--- src/rtl/pic_priority_arbiter.sv ---
// -----------------------------------------------------------------------------
// pic_priority_arbiter
//
// Priority resolver and INTA sequencer for an 8-input interrupt controller.
// Requests are captured into IRR (edge- or level-triggered), masked by IMR and
// resolved with a rotating, fully nested priority scheme against ISR. The
// winner raises int_out. The two-pulse INTA handshake moves it into ISR and
// puts the vector {vec_base, level} on the bus. EOI commands clear ISR bits and
// can rotate priority.
//
// Optional feature (macro PIC_AEOI_EN): adds inputs aeoi and aeoi_rotate. With
// aeoi=1 the ISR bit is cleared automatically when the vector is issued.
//
// Ports:
//   clk, rst_n        rising-edge clock, asynchronous active-low reset
//   irq_in[7:0]       synchronous request lines IR7..IR0
//   ltim              1 = level-triggered, 0 = edge-triggered
//   imr[7:0]          interrupt mask, 1 = masked
//   vec_base[4:0]     vector bits T7..T3
//   inta_strobe       one-cycle pulse per INTA falling edge
//   eoi_strobe        one-cycle EOI command pulse
//   eoi_specific      1 = clear isr[eoi_level], 0 = clear highest ISR bit
//   eoi_rotate        1 = cleared level becomes lowest priority
//   eoi_level[2:0]    level for a specific EOI
//   aeoi, aeoi_rotate (PIC_AEOI_EN only) automatic EOI enable / rotate
//   int_out           interrupt request to CPU
//   vector[7:0]       vector byte, qualified by vector_valid
//   vector_valid      vector on bus this cycle
//   isr[7:0]          in-service register
//   irr[7:0]          interrupt request register
// -----------------------------------------------------------------------------
module pic_priority_arbiter #(
    parameter int RESET_LOWEST_PRIO = 7,
    parameter int ACK_TIMEOUT       = 0
) (
    input  logic       clk,
    input  logic       rst_n,
    input  logic [7:0] irq_in,
    input  logic       ltim,
    input  logic [7:0] imr,
    input  logic [4:0] vec_base,
    input  logic       inta_strobe,
    input  logic       eoi_strobe,
    input  logic       eoi_specific,
    input  logic       eoi_rotate,
    input  logic [2:0] eoi_level,
`ifdef PIC_AEOI_EN
    input  logic       aeoi,
    input  logic       aeoi_rotate,
`endif
    output logic       int_out,
    output logic [7:0] vector,
    output logic       vector_valid,
    output logic [7:0] isr,
    output logic [7:0] irr
);

    localparam int CNT_W = (ACK_TIMEOUT > 1) ? $clog2(ACK_TIMEOUT) : 1;
    localparam logic [CNT_W-1:0] CNT_LAST = CNT_W'((ACK_TIMEOUT > 0) ? ACK_TIMEOUT - 1 : 0);
    localparam logic [2:0] RESET_LP = 3'(RESET_LOWEST_PRIO);

    typedef enum logic [1:0] {
        ST_IDLE = 2'd0,
        ST_REQ  = 2'd1,
        ST_ACK1 = 2'd2
    } state_t;

    // Returns {found, level} of the highest-priority set bit. Levels are walked
    // from lowest to highest priority so the last hit is the winner.
    function automatic logic [3:0] pick_highest(input logic [7:0] bits, input logic [2:0] lowest);
        logic [3:0] found;
        logic [2:0] lvl;
        found = 4'd0;
        for (int i = 7; i >= 0; i--) begin
            lvl   = lowest + 3'd1 + 3'(i);
            found = bits[lvl] ? {1'b1, lvl} : found;
        end
        return found;
    endfunction

    // Priority rank: 0 = highest priority, 7 = lowest.
    function automatic logic [2:0] prio_rank(input logic [2:0] lvl, input logic [2:0] lowest);
        return lvl - lowest - 3'd1;
    endfunction

    function automatic logic [7:0] onehot(input logic [2:0] lvl);
        return 8'd1 << lvl;
    endfunction

    state_t           state_r;
    logic [7:0]       irq_prev_r;
    logic [7:0]       irr_r;
    logic [7:0]       isr_r;
    logic             int_r;
    logic [7:0]       vector_r;
    logic             vvalid_r;
    logic [2:0]       lowest_r;
    logic [CNT_W-1:0] cnt_r;
    logic             ack_eval_r;   // first ACK1 cycle: winner still to be resolved
    logic [2:0]       ack_level_r;
    logic             ack_spur_r;

    logic             aeoi_s;
    logic             aeoi_rot_s;
    logic [3:0]       cand_s;
    logic [3:0]       isr_top_s;
    logic             winner_s;
    logic [2:0]       winner_lvl_s;
    logic             eval_s;
    logic [2:0]       cur_level_s;
    logic             cur_spur_s;
    logic             vec_take_s;
    logic             timeout_s;
    logic [7:0]       isr_set_s;
    logic [7:0]       irr_clr_s;
    logic [7:0]       aeoi_clr_s;
    logic [7:0]       isr_mid_s;
    logic [3:0]       eoi_pick_s;
    logic             eoi_hit_s;
    logic [2:0]       eoi_lvl_s;
    logic [7:0]       isr_next_s;
    logic [7:0]       irr_next_s;
    logic [2:0]       lowest_next_s;

`ifdef PIC_AEOI_EN
    assign aeoi_s     = aeoi;
    assign aeoi_rot_s = aeoi_rotate;
`else
    assign aeoi_s     = 1'b0;
    assign aeoi_rot_s = 1'b0;
`endif

    // Priority resolution, ISR/IRR next-state and priority rotation.
    always_comb begin
        cand_s       = pick_highest(irr_r & ~imr, lowest_r);
        isr_top_s    = pick_highest(isr_r, lowest_r);
        winner_lvl_s = cand_s[2:0];
        // Fully nested: only a strictly higher level may preempt in-service ones.
        winner_s     = cand_s[3] &&
                       (!isr_top_s[3] ||
                        (prio_rank(cand_s[2:0], lowest_r) < prio_rank(isr_top_s[2:0], lowest_r)));

        eval_s       = (state_r == ST_ACK1) && ack_eval_r;
        cur_level_s  = eval_s ? (winner_s ? winner_lvl_s : 3'd7) : ack_level_r;
        cur_spur_s   = eval_s ? !winner_s : ack_spur_r;
        vec_take_s   = (state_r == ST_ACK1) && inta_strobe;
        timeout_s    = (ACK_TIMEOUT > 0) && (state_r == ST_REQ) && !inta_strobe &&
                       winner_s && (cnt_r == CNT_LAST);

        isr_set_s    = (eval_s && winner_s) ? onehot(winner_lvl_s) : 8'd0;
        irr_clr_s    = isr_set_s | (timeout_s ? onehot(winner_lvl_s) : 8'd0);
        aeoi_clr_s   = (vec_take_s && aeoi_s && !cur_spur_s) ? onehot(cur_level_s) : 8'd0;

        // ACK1 set is applied before any coincident EOI clear.
        isr_mid_s    = (isr_r | isr_set_s) & ~aeoi_clr_s;
        eoi_pick_s   = pick_highest(isr_mid_s, lowest_r);
        if (eoi_strobe) begin
            if (eoi_specific) begin
                eoi_hit_s = 1'b1;
                eoi_lvl_s = eoi_level;
            end else begin
                eoi_hit_s = eoi_pick_s[3];
                eoi_lvl_s = eoi_pick_s[2:0];
            end
        end else begin
            eoi_hit_s = 1'b0;
            eoi_lvl_s = 3'd0;
        end
        isr_next_s   = isr_mid_s & ~(eoi_hit_s ? onehot(eoi_lvl_s) : 8'd0);

        if (eoi_hit_s && eoi_rotate) begin
            lowest_next_s = eoi_lvl_s;
        end else if ((aeoi_clr_s != 8'd0) && aeoi_rot_s) begin
            lowest_next_s = cur_level_s;
        end else begin
            lowest_next_s = lowest_r;
        end

        if (ltim) begin
            irr_next_s = irq_in & ~irr_clr_s;
        end else begin
            irr_next_s = (irr_r & ~irr_clr_s) | (irq_in & ~irq_prev_r);
        end
    end

    // Registers and the IDLE -> REQ -> ACK1 handshake sequencer.
    always_ff @(posedge clk or negedge rst_n) begin
        if (!rst_n) begin
            state_r     <= ST_IDLE;
            irq_prev_r  <= 8'd0;
            irr_r       <= 8'd0;
            isr_r       <= 8'd0;
            int_r       <= 1'b0;
            vector_r    <= 8'd0;
            vvalid_r    <= 1'b0;
            lowest_r    <= RESET_LP;
            cnt_r       <= '0;
            ack_eval_r  <= 1'b0;
            ack_level_r <= 3'd0;
            ack_spur_r  <= 1'b0;
        end else begin
            irq_prev_r <= irq_in;
            irr_r      <= irr_next_s;
            isr_r      <= isr_next_s;
            lowest_r   <= lowest_next_s;
            vvalid_r   <= 1'b0;
            case (state_r)
                ST_IDLE: begin
                    cnt_r <= '0;
                    if (winner_s) begin
                        state_r <= ST_REQ;
                        int_r   <= 1'b1;
                    end else begin
                        int_r   <= 1'b0;
                    end
                end
                ST_REQ: begin
                    // INTA takes precedence; a vanished winner then becomes spurious.
                    if (inta_strobe) begin
                        state_r    <= ST_ACK1;
                        int_r      <= 1'b0;
                        ack_eval_r <= 1'b1;
                        cnt_r      <= '0;
                    end else if (!winner_s || timeout_s) begin
                        state_r <= ST_IDLE;
                        int_r   <= 1'b0;
                        cnt_r   <= '0;
                    end else begin
                        cnt_r   <= cnt_r + CNT_W'(1);
                    end
                end
                ST_ACK1: begin
                    int_r       <= 1'b0;
                    ack_eval_r  <= 1'b0;
                    ack_level_r <= cur_level_s;
                    ack_spur_r  <= cur_spur_s;
                    if (inta_strobe) begin
                        vector_r <= {vec_base, cur_level_s};
                        vvalid_r <= 1'b1;
                        state_r  <= ST_IDLE;
                    end else begin
                        state_r  <= ST_ACK1;
                    end
                end
                default: begin
                    state_r <= ST_IDLE;
                    int_r   <= 1'b0;
                end
            endcase
        end
    end

    assign int_out      = int_r;
    assign vector       = vector_r;
    assign vector_valid = vvalid_r;
    assign isr          = isr_r;
    assign irr          = irr_r;

endmodule

--- config.mk ---
export PLATFORM = sky130hd
export DESIGN_NAME = pic_priority_arbiter
export DESIGN_NICKNAME = d
export VERILOG_FILES = /design/src/rtl/pic_priority_arbiter.sv
export SDC_FILE = /design/constraint.sdc
export NUM_CORES = 1
export LEC_CHECK = 0
export ABC_AREA = 0
export CAP_MARGIN = 20
export CORE_UTILIZATION = 40
export CTS_BUF_LIST = sky130_fd_sc_hd__clkbuf_16
export DETAILED_ROUTE_END_ITERATION = 8
export SLEW_MARGIN = 10
export SYNTH_ARGS = -nofsm -noshare
export SYNTH_HDL_FRONTEND = slang
export SYNTH_SLANG_ARGS = --single-unit
--- constraint.sdc ---
create_clock -name clk -period 7.8 [get_ports clk]
set_input_delay 1.95 -clock clk [delete_from_list [all_inputs] [get_ports clk]]
set_output_delay 1.95 -clock clk [all_outputs]
set_load 0.01 [all_outputs]
==> out/metrics.yaml <==
grt:
  antenna_found_initial: 0
  track_usage: 0.277
  first_global_vias: 5605
  grt_max_degree: 48
  gr-total-overflow: 0
  grt_pass1_wl_um: 30600
setup_path:
  end_kind: "flop"
  path_class: "input port to flop"
  r2r-end: "isr[2]"
  r2r_cells: 27
  reg2reg_slack_ns: 0.33
  start_kind: "input port"
  critPathRequiredTime_ns: 7.94
  path_max_fanout: 6
  worstPathArrival_ns: 7.64
  r2r-start: "lowest_r[0]"
logic_synthesis:
  syn_avg_cell_area_um2: 8.80
  yosysUniqueCellTypes: 104
  synth_seq_area_share: 0.199
  ys.flop_type: "dfrtp_1"
  syn_area_um2: 5430
  yosysTopAreaCell: "dfrtp_1"
  syn-instance-count: 617
  ys_async_sr_fraction: 1.00
  postSynthNetCount: 656
  yosys_register_bits: 43
  netlist_top_cells_area: "dfrtp_1 18%, mux4_2 6.2%, nor2_1 3.7%"
  synth_enable_flop_cells: 0
  synth.most_common_cell: "nor2_1"
  synthTopCellsByCount: "54 x nor2_1, 45 x nand2_1, 40 x dfrtp_1"
  yosys_warnings: 0
  synth_top_area_frac: 0.184
clocking:
  htree_levels: 2
  cts_tree: "yes"
  clockBufferDepth: 2
  clock_latency_ns: 0.28
  cts_buffers: 5
  cts_sinks: 43
  clkSlewWorstSetupHoldPaths_ns: 0.06
  cts-root-buf: "clkbuf_16"
worst_hold_path:
  hold_path_depth: 2
  worst_hold_path.endpoint: "ack_level_r[0]"
  hold_path.startpoint: "ack_level_r[0]"
  hp-class: "flop to flop"
cells_and_area:
  nets: 774
  fin_cells: 912
  final_layout_size_suffix_gt1_frac: 0.302
  area_delta_synth_final_pct: 30.2
  diodes: 0
  utilization: 0.534
place:
  port-buffer-count: 56
  gp_congestion: 0.983
  numPlacedInstances: 898
  hpwl_um: 15100
detailed_routing:
  drt_iter0_markers: 703
  wl_per_cell_um: 21.9
  via_per_inst: 6.54
  drtPass1Iterations: 6
  vias: 5969
  drc: 0
  wl_um: 20000
  ant_nets: 0
run_status:
  status: "complete, no violations"
die:
  initial_core_util: 0.410
  fp.dieH_um: 118
  fp.dieW_um: 118
  rows: 42
  dieArea_um2: 14000
  core_um2: 13200
  ios: 57
sta:
  fmax_mhz: 133
  fin_tns_setup_ns: 0
  finalCritPeriodShare: 0.962
  slew_headroom: 0.267
  finClkSkew_ns: 0.00314
  setup_viol: 0
  period_minus_slack_ns: 7.51
  hold_viol_final: 0
  final-max-slew-violation-count: 0
  rsz0062_at_grt: "no"
  worst_pin_slew_ns: 1.07
run:
  cap_violations: 0
==> routing by layer <==
metal  routed length [µm]  global-route usage
met1                 8480               0.380
met2                 9330               0.448
met3                 1630              0.0357
met4                  539              0.0934
met5                    0                   0
==> what timing repair did <==
action                     in CTS  in global routing
hold buffers                    0                  0
setup endpoints to repair       9                 11
resized for setup               4                 37
pin swaps                       1                 16
setup buffers                   0                  6
==> worst max path at each step <==
stage / startpoint / endpoint / slack, ns / cells past startpoint
floorplan: lowest_r[0] / isr[5] / 0.08 / 34
global placement: imr[7] / isr[4] / -0.35 / 24
detailed placement: imr[7] / isr[0] / -0.36 / 24
CTS: imr[7] / isr[2] / 0.02 / 23
global route: lowest_r[0] / isr[2] / 0.04 / 27
finish: imr[1] / isr[2] / 0.29 / 22
==> placed cells by master, fill, tap and decap left out, types with 16 or more instances in the layout <==
cell type / instances
mux2_2: 16
clkdlybuf4s50_1: 47
nor2_1: 54
dfrtp_1: 40
nor3_1: 16
buf_4: 101
a21oi_1: 30
a31oi_1: 16
o21ai_0: 23
nand2_1: 43
inv_1: 24
nor4_1: 16
==> cells by family (layout without fill, tap and decap cells) <==
logic type	count (synthesis)	count (layout)	synth area share
flip-flops	43	43	0.199
XOR/XNOR	9	9	0.0214
AND/OR/NAND/NOR	220	220	0.229
adder cells (fa/ha/maj)	8	8	0.0212
buffers and inverters	72	191	0.0659
multiplexers	52	52	0.141
AO/OA/AOI/OAI	213	213	0.322
==> registers in the layout (all words and copies together), names as in the netlist <==
register	count
ack_eval_r	1
ack_level_r	3
int_out	1
irq_prev_r	8
irr	8
isr	8
lowest_r	3
state_r	2
vector	8
vector_valid	1
==> critical path, stage by stage <==
cell and delay (ns):
dlymetal6s2s_1 0.17, or4bb_1 0.56, a41oi_2 0.27, or2_1 0.22, a21oi_4 0.09, o22a_1 0.25
a21oi_2 0.15, ha_2 0.19, fa_2 0.43, ha_1 0.31, a21o_1 0.16, a21o_1 0.22
o41ai_4 0.08, nand4_4 0.24, nor3b_4 0.35, a311oi_2 0.16, or2_4 0.30, mux4_2 0.52
a221oi_4 0.34, a21oi_4 0.12, o311ai_4 0.38, a32oi_1 0.19
==> layout make-up <==
| cell class | instances | area [µm²] |
|---|---|---|
| clock inverters | 3 | 43.8 |
| multi-input cells | 502 | 4170 |
| clock buffers | 5 | 125 |
| fillers | 1250 | 6170 |
| well taps | 176 | 220 |
| flip-flops and latches | 43 | 1080 |
| repair buffers | 157 | 1330 |
| inverters | 26 | 97.6 |
==> through the flow <==
step,hold WS [ns],setup slack [ns],area (µm²)
floorplan,0.453,0.0826,5430
global placement,0.467,-0.349,6660
detailed placement,0.475,-0.358,6660
finish,0.484,0.295,7070
CTS,0.489,0.0199,6860
global route,0.515,0.0387,7070
Power is left out: the tool's default activity adds up to more than one toggle a clock period on the data nets, which glitch-free logic cannot reach.
==> patch 1, RTL diff (same flow settings) <==
Register the input `irq_in` before use, without a reset. The logic sees it one clock later. The other inputs are not delayed to match.
--- a/src/rtl/pic_priority_arbiter.sv
+++ b/src/rtl/pic_priority_arbiter.sv
@@ -65,6 +65,12 @@
         ST_ACK1 = 2'd2
     } state_t;
 
+    logic [7:0] irq_q;
+
+    always_ff @(posedge clk) begin
+        irq_q <= irq_in;
+    end
+
     // Returns {found, level} of the highest-priority set bit. Levels are walked
     // from lowest to highest priority so the last hit is the winner.
     function automatic logic [3:0] pick_highest(input logic [7:0] bits, input logic [2:0] lowest);
@@ -177,9 +183,9 @@
         end
 
         if (ltim) begin
-            irr_next_s = irq_in & ~irr_clr_s;
-        end else begin
-            irr_next_s = (irr_r & ~irr_clr_s) | (irq_in & ~irq_prev_r);
+            irr_next_s = irq_q & ~irr_clr_s;
+        end else begin
+            irr_next_s = (irr_r & ~irr_clr_s) | (irq_q & ~irq_prev_r);
         end
     end
 
@@ -199,7 +205,7 @@
             ack_level_r <= 3'd0;
             ack_spur_r  <= 1'b0;
         end else begin
-            irq_prev_r <= irq_in;
+            irq_prev_r <= irq_q;
             irr_r      <= irr_next_s;
             isr_r      <= isr_next_s;
             lowest_r   <= lowest_next_s;
Function: changed (a bounded check fails within 4 cycles, from zero or initial values and one cycle with rst_n low).
==> patch 1 against the original RTL <==
Count of clock-buffer cells in the layout unchanged; sequential share of layout area up 2.7 points; via count shrank 5.0%; area after synthesis shrank 5.8%; design area shrank 2.4%; routed wire length fell by 3.3%; cell count down 0.77%; sequential cell count up 8; worst setup slack worse by 120 ps; critical path type unchanged.
Power is left out: the tool's default activity adds up to more than one toggle a clock period on the data nets, which glitch-free logic cannot reach.
==> patch 1: results (changes against the original RTL) <==
Worst-path clk slew=about 70 ps; status=finished, final reports clean; Skew-Pair Late Insertion Delay=between 200 and 300 ps; EDFF count, synth=0 (unchanged); met3 routed WL=1.57 mm (-4.1%); GP Congestion=0.959 (-2.5%); R2R cell count=31 (+15%); Synth top cells by count=nand2_1, nor2_1, dfrtp_1; pre-CTS setup slack=-403 ps (-45.7 ps); sequential share of the synthesized area=24.2% (+4.4 points); Synth Area in Adders=2.25% (+0.13 points); post-synthesis xor/xnor area fraction=2.01% (-0.14 points); number of max-cap violations=0 (unchanged); asr flop ratio synth=84.3% (-16 points); reg-to-reg critical path startpoint=lowest_r[0]; Syn Nets=637 (-2.9%); mux contribution to synthesized area=13.2% (-0.94 points); Main synth FF type=dfrtp_1; final cycle utilization of the critical path=97.8% (+1.5 points); CTS Buf Count=5 (unchanged); DP HPWL=15.0 mm (-0.82%); drt pass-1 iters=5 (-1); Mapped Cells=598 (-3.1%); Post-Layout Cell Count=905 (-0.77%); met3 Use GR=4.74% (+1.2 points); Nets=775 (+0.13%); final wirelength=19.3 mm (-3.3%); fill cell count=1150 (-8.0%); met2 GRT Util=48.2% (+3.5 points); r2r endpoint=isr[3]; met2 WL=8.70 mm (-6.8%); WL met1=8.50 mm (+0.27%); met1 Usage GRT=41.5% (+3.5 points); Hold EP=irq_prev_r[4]; Slew @ Worst Pin=952 ps (-120 ps); DR vias=5673 (-5.0%); 1st-iter DRT viols=509 (-28%); Hold Path Cell Cnt=0 (-2); Worst Skew=7.26 ps (+4.12 ps); GR Util All Layers=30.2% (+2.5 points); layout cells sized above 1=28.9% (-1.3 points); CTS H-tree lvls=2 (unchanged); pin count of the biggest net entering global routing=44 (-8.3%); CP max-delay cell=or4_4; WP data arrival=7840 ps (+200 ps); Critical Path Max Stage Delay=520 ps (-40 ps); Diodes inserted=0 (unchanged); number of global-route vias before repair=5564 (-0.73%); placed insts=887 (-1.2%); placed inst area=6450 sq um (-3.2%); hold path start=irq_q[4]; highest metal used=met4; Reg2Reg Setup Slack=490 ps (+160 ps); complex-gate fraction of the synthesized area=30.8% (-1.4 points); global-route wire length before repair=30.7 mm (+0.39%); Netlist cell types=96 (-7.7%); top post-synthesis cells by area=dfrtp_1, mux4_2, nand2_1, mux2i_1, a21oi_1; initial antenna violation count=0 (unchanged)
patch 1: changes by cell type after synthesis, moves of 6 or more:
cell / delta
o221ai_1: -7
a21o_1: +7
a31oi_1: -6
nor3b_1: +6
nand2_1: +22
o211ai_1: -6
dfxtp_1: +8
clkbuf_1: -16
nor4bb_1: -6
nor4_1: -14
a22oi_1: +6
nor2_1: -10
nand3_1: +9
patch 1: worst max path at each step:
stage                            from      to  depth (start not counted)
after floorplan           lowest_r[0]  isr[6]                         35
after global placement         imr[7]  isr[2]                         27
after detailed placement       imr[7]  isr[6]                         25
after CTS                      imr[3]  isr[2]                         26
after global routing           imr[7]  isr[2]                         26
final                          imr[7]  isr[3]                         26
patch 1: final cells by class:
type                       count  area [sq um]  share of cell area, %
clock buffer                   5           125                   1.81
clock inverter                 3          42.5                  0.617
inverter                      25          96.3                   1.40
multi-input combinational    489          3790                   55.0
sequential                    51          1240                   18.0
tap                          168           210                   3.05
timing repair buffer         164          1390                   20.1
patch 1: timing repair:
| action | in CTS | in global routing |
|---|---|---|
| pin swaps | 6 | 14 |
| gates resized for setup | 11 | 40 |
| endpoints found under the setup margin | 10 | 11 |
| buffers inserted | 4 | 6 |
patch 1: critical path: cells and delay by family:
kind / cells / cell delay (ps)
fa+ha+maj: 3 / 840
compound gates: 12 / 2250
simple gates: 4 / 890
mux: 3 / 1280
buf+inv: 4 / 610
patch 1: metrics by stage:
step	hold WS, ps	utilization (%)	TNS (ps)
finish	362	56.5	0
global route	376	56.5	-6.80
CTS	367	54.8	0
detailed placement	357	52.8	-3620
global placement	345	52.8	-2760
floorplan	332	-	0
==> patch 2, RTL diff (config.mk and constraints unchanged) <==
Without the edit above. Add a define of `PIC_AEOI_EN`.
--- a/src/rtl/pic_priority_arbiter.sv
+++ b/src/rtl/pic_priority_arbiter.sv
@@ -29,6 +29,8 @@
 //   isr[7:0]          in-service register
 //   irr[7:0]          interrupt request register
 // -----------------------------------------------------------------------------
+`define PIC_AEOI_EN
+
 module pic_priority_arbiter #(
     parameter int RESET_LOWEST_PRIO = 7,
     parameter int ACK_TIMEOUT       = 0
Interface: changed (added aeoi and aeoi_rotate); port bits go from 57 to 59. The function was not compared with the original's and may differ.
==> patch 2 against the original RTL <==
Clock skew grew 3.5 ps; critical endpoint is now isr[0]; via count is 2.5% higher; area after synthesis decreased by 8.4%; worst setup slack worse by 200 ps; routed wire length increased by 2.1%; design area is 3.3% higher; sequential cell count up 1; highest routed layer unchanged.
Power is not shown: default switching activity piles up to over one toggle a cycle in this logic, so the estimate is an artifact.
==> patch 2: results (changes against the original RTL) <==
Synth Area in Adders=2.32% (+0.19 points); DR vias=6117 (+2.5%); Root Driver=clkbuf_16; deepest clock path buffer count=2 (unchanged); Hold EP=vector[3]; top post-synthesis cells by area=dfrtp_1, nand2_1, mux4_2, a21oi_1, mux2i_1; pin count of the biggest net entering global routing=45 (-6.3%); initial antenna violation count=0 (unchanged); post-synthesis xor/xnor area fraction=2.27% (+0.12 points); Mapped Cells=621 (+0.65%); reg-to-reg critical path startpoint=lowest_r[0]; layout cells sized above 1=33.6% (+3.4 points); sequential share of the synthesized area=22.2% (+2.3 points); postcts setup bufs=19 (+19); Port Buffers=58 (+3.6%); Worst Skew=6.69 ps (+3.55 ps); Syn Nets=662 (+0.91%); hold path start=vector[3]; Main synth FF type=dfrtp_1; DR DRC count=0 (unchanged); GP Congestion=0.978 (-0.45%); vias per cell=6.29 (-3.9%); R2R cell count=31 (+15%); CP max-delay cell=mux4_2; Critical Path Source=imr[0]; Critical Path Max Stage Delay=520 ps (-40 ps); drt pass-1 iters=5 (-1); post_cts resized=56 (+52); Nets=844 (+9.0%); Reg2Reg Setup Slack=280 ps (-50 ps); cell family with most CP delay=compound AO/OA/AOI/OAI gates; CP Max Fanout=5 (-1); placed insts=932 (+3.8%); worst setup path end=isr[0]; Worst-path clk slew=60 ps (about the same); yosys warns=0 (unchanged); final wirelength=20.4 mm (+2.1%); complex-gate fraction of the synthesized area=34.8% (+2.6 points); global-route wire length before repair=31.9 mm (+4.4%); pre-CTS setup slack=-659 ps (-301 ps); 1st-iter DRT viols=566 (-19%); CTS Buf Count=5 (unchanged); worst hold-check slack=486 ps (+2.01 ps); mux contribution to synthesized area=8.99% (-5.1 points); Hold Path Class=reg -> reg; number of global-route vias before repair=5982 (+6.7%); placed inst area=6470 sq um (-2.9%); Slew @ Worst Pin=585 ps (-486 ps); CTS H-tree lvls=2 (unchanged); Skew-Pair Late Insertion Delay=around 290 ps; setup ws final=90.8 ps (-204 ps); Synth top cells by count=nand2_1, dfrtp_1, a21oi_1; Netlist cell types=98 (-5.8%); DP HPWL=15.1 mm (+0.13%); fill cell count=1071 (-14%); GR Util All Layers=31.8% (+4.2 points); status=finished, final reports clean; WP data arrival=7910 ps (+270 ps)
==> patch 2: per-layer routing <==
metal / vias up / global-route usage [%] / routed length [microns]
met5: - / 0 / 0
met4: 0 / 14.0 / 801
met3: 74 / 4.46 / 1350
met2: 302 / 52.8 / 9810
met1: 2983 / 41.4 / 8440
li1: 2758 / - / -
==> patch 2: cell type report <==
class / instances / area, sq um / share of cell area, %
Multi-Input combinational cell: 515 / 3980 / 54.4
Timing Repair Buffer: 209 / 1730 / 23.6
Sequential cell: 44 / 1100 / 15.1
Tap cell: 168 / 210 / 2.88
Clock buffer: 5 / 125 / 1.71
Inverter: 27 / 106 / 1.46
Clock inverter: 3 / 46.3 / 0.634
Timing Repair inverter: 1 / 7.51 / 0.103
Antenna cell: 1 / 2.50 / 0.0343
==> patch 2: worst register-to-register path: cells and delay by family, from the launching register on <==
kind            cells  cell delay [ps]
fa+ha+maj           4             1500
mux                 2              690
buf+inv             6              680
simple gates        7             1220
flops               1              600
compound gates     12             2730
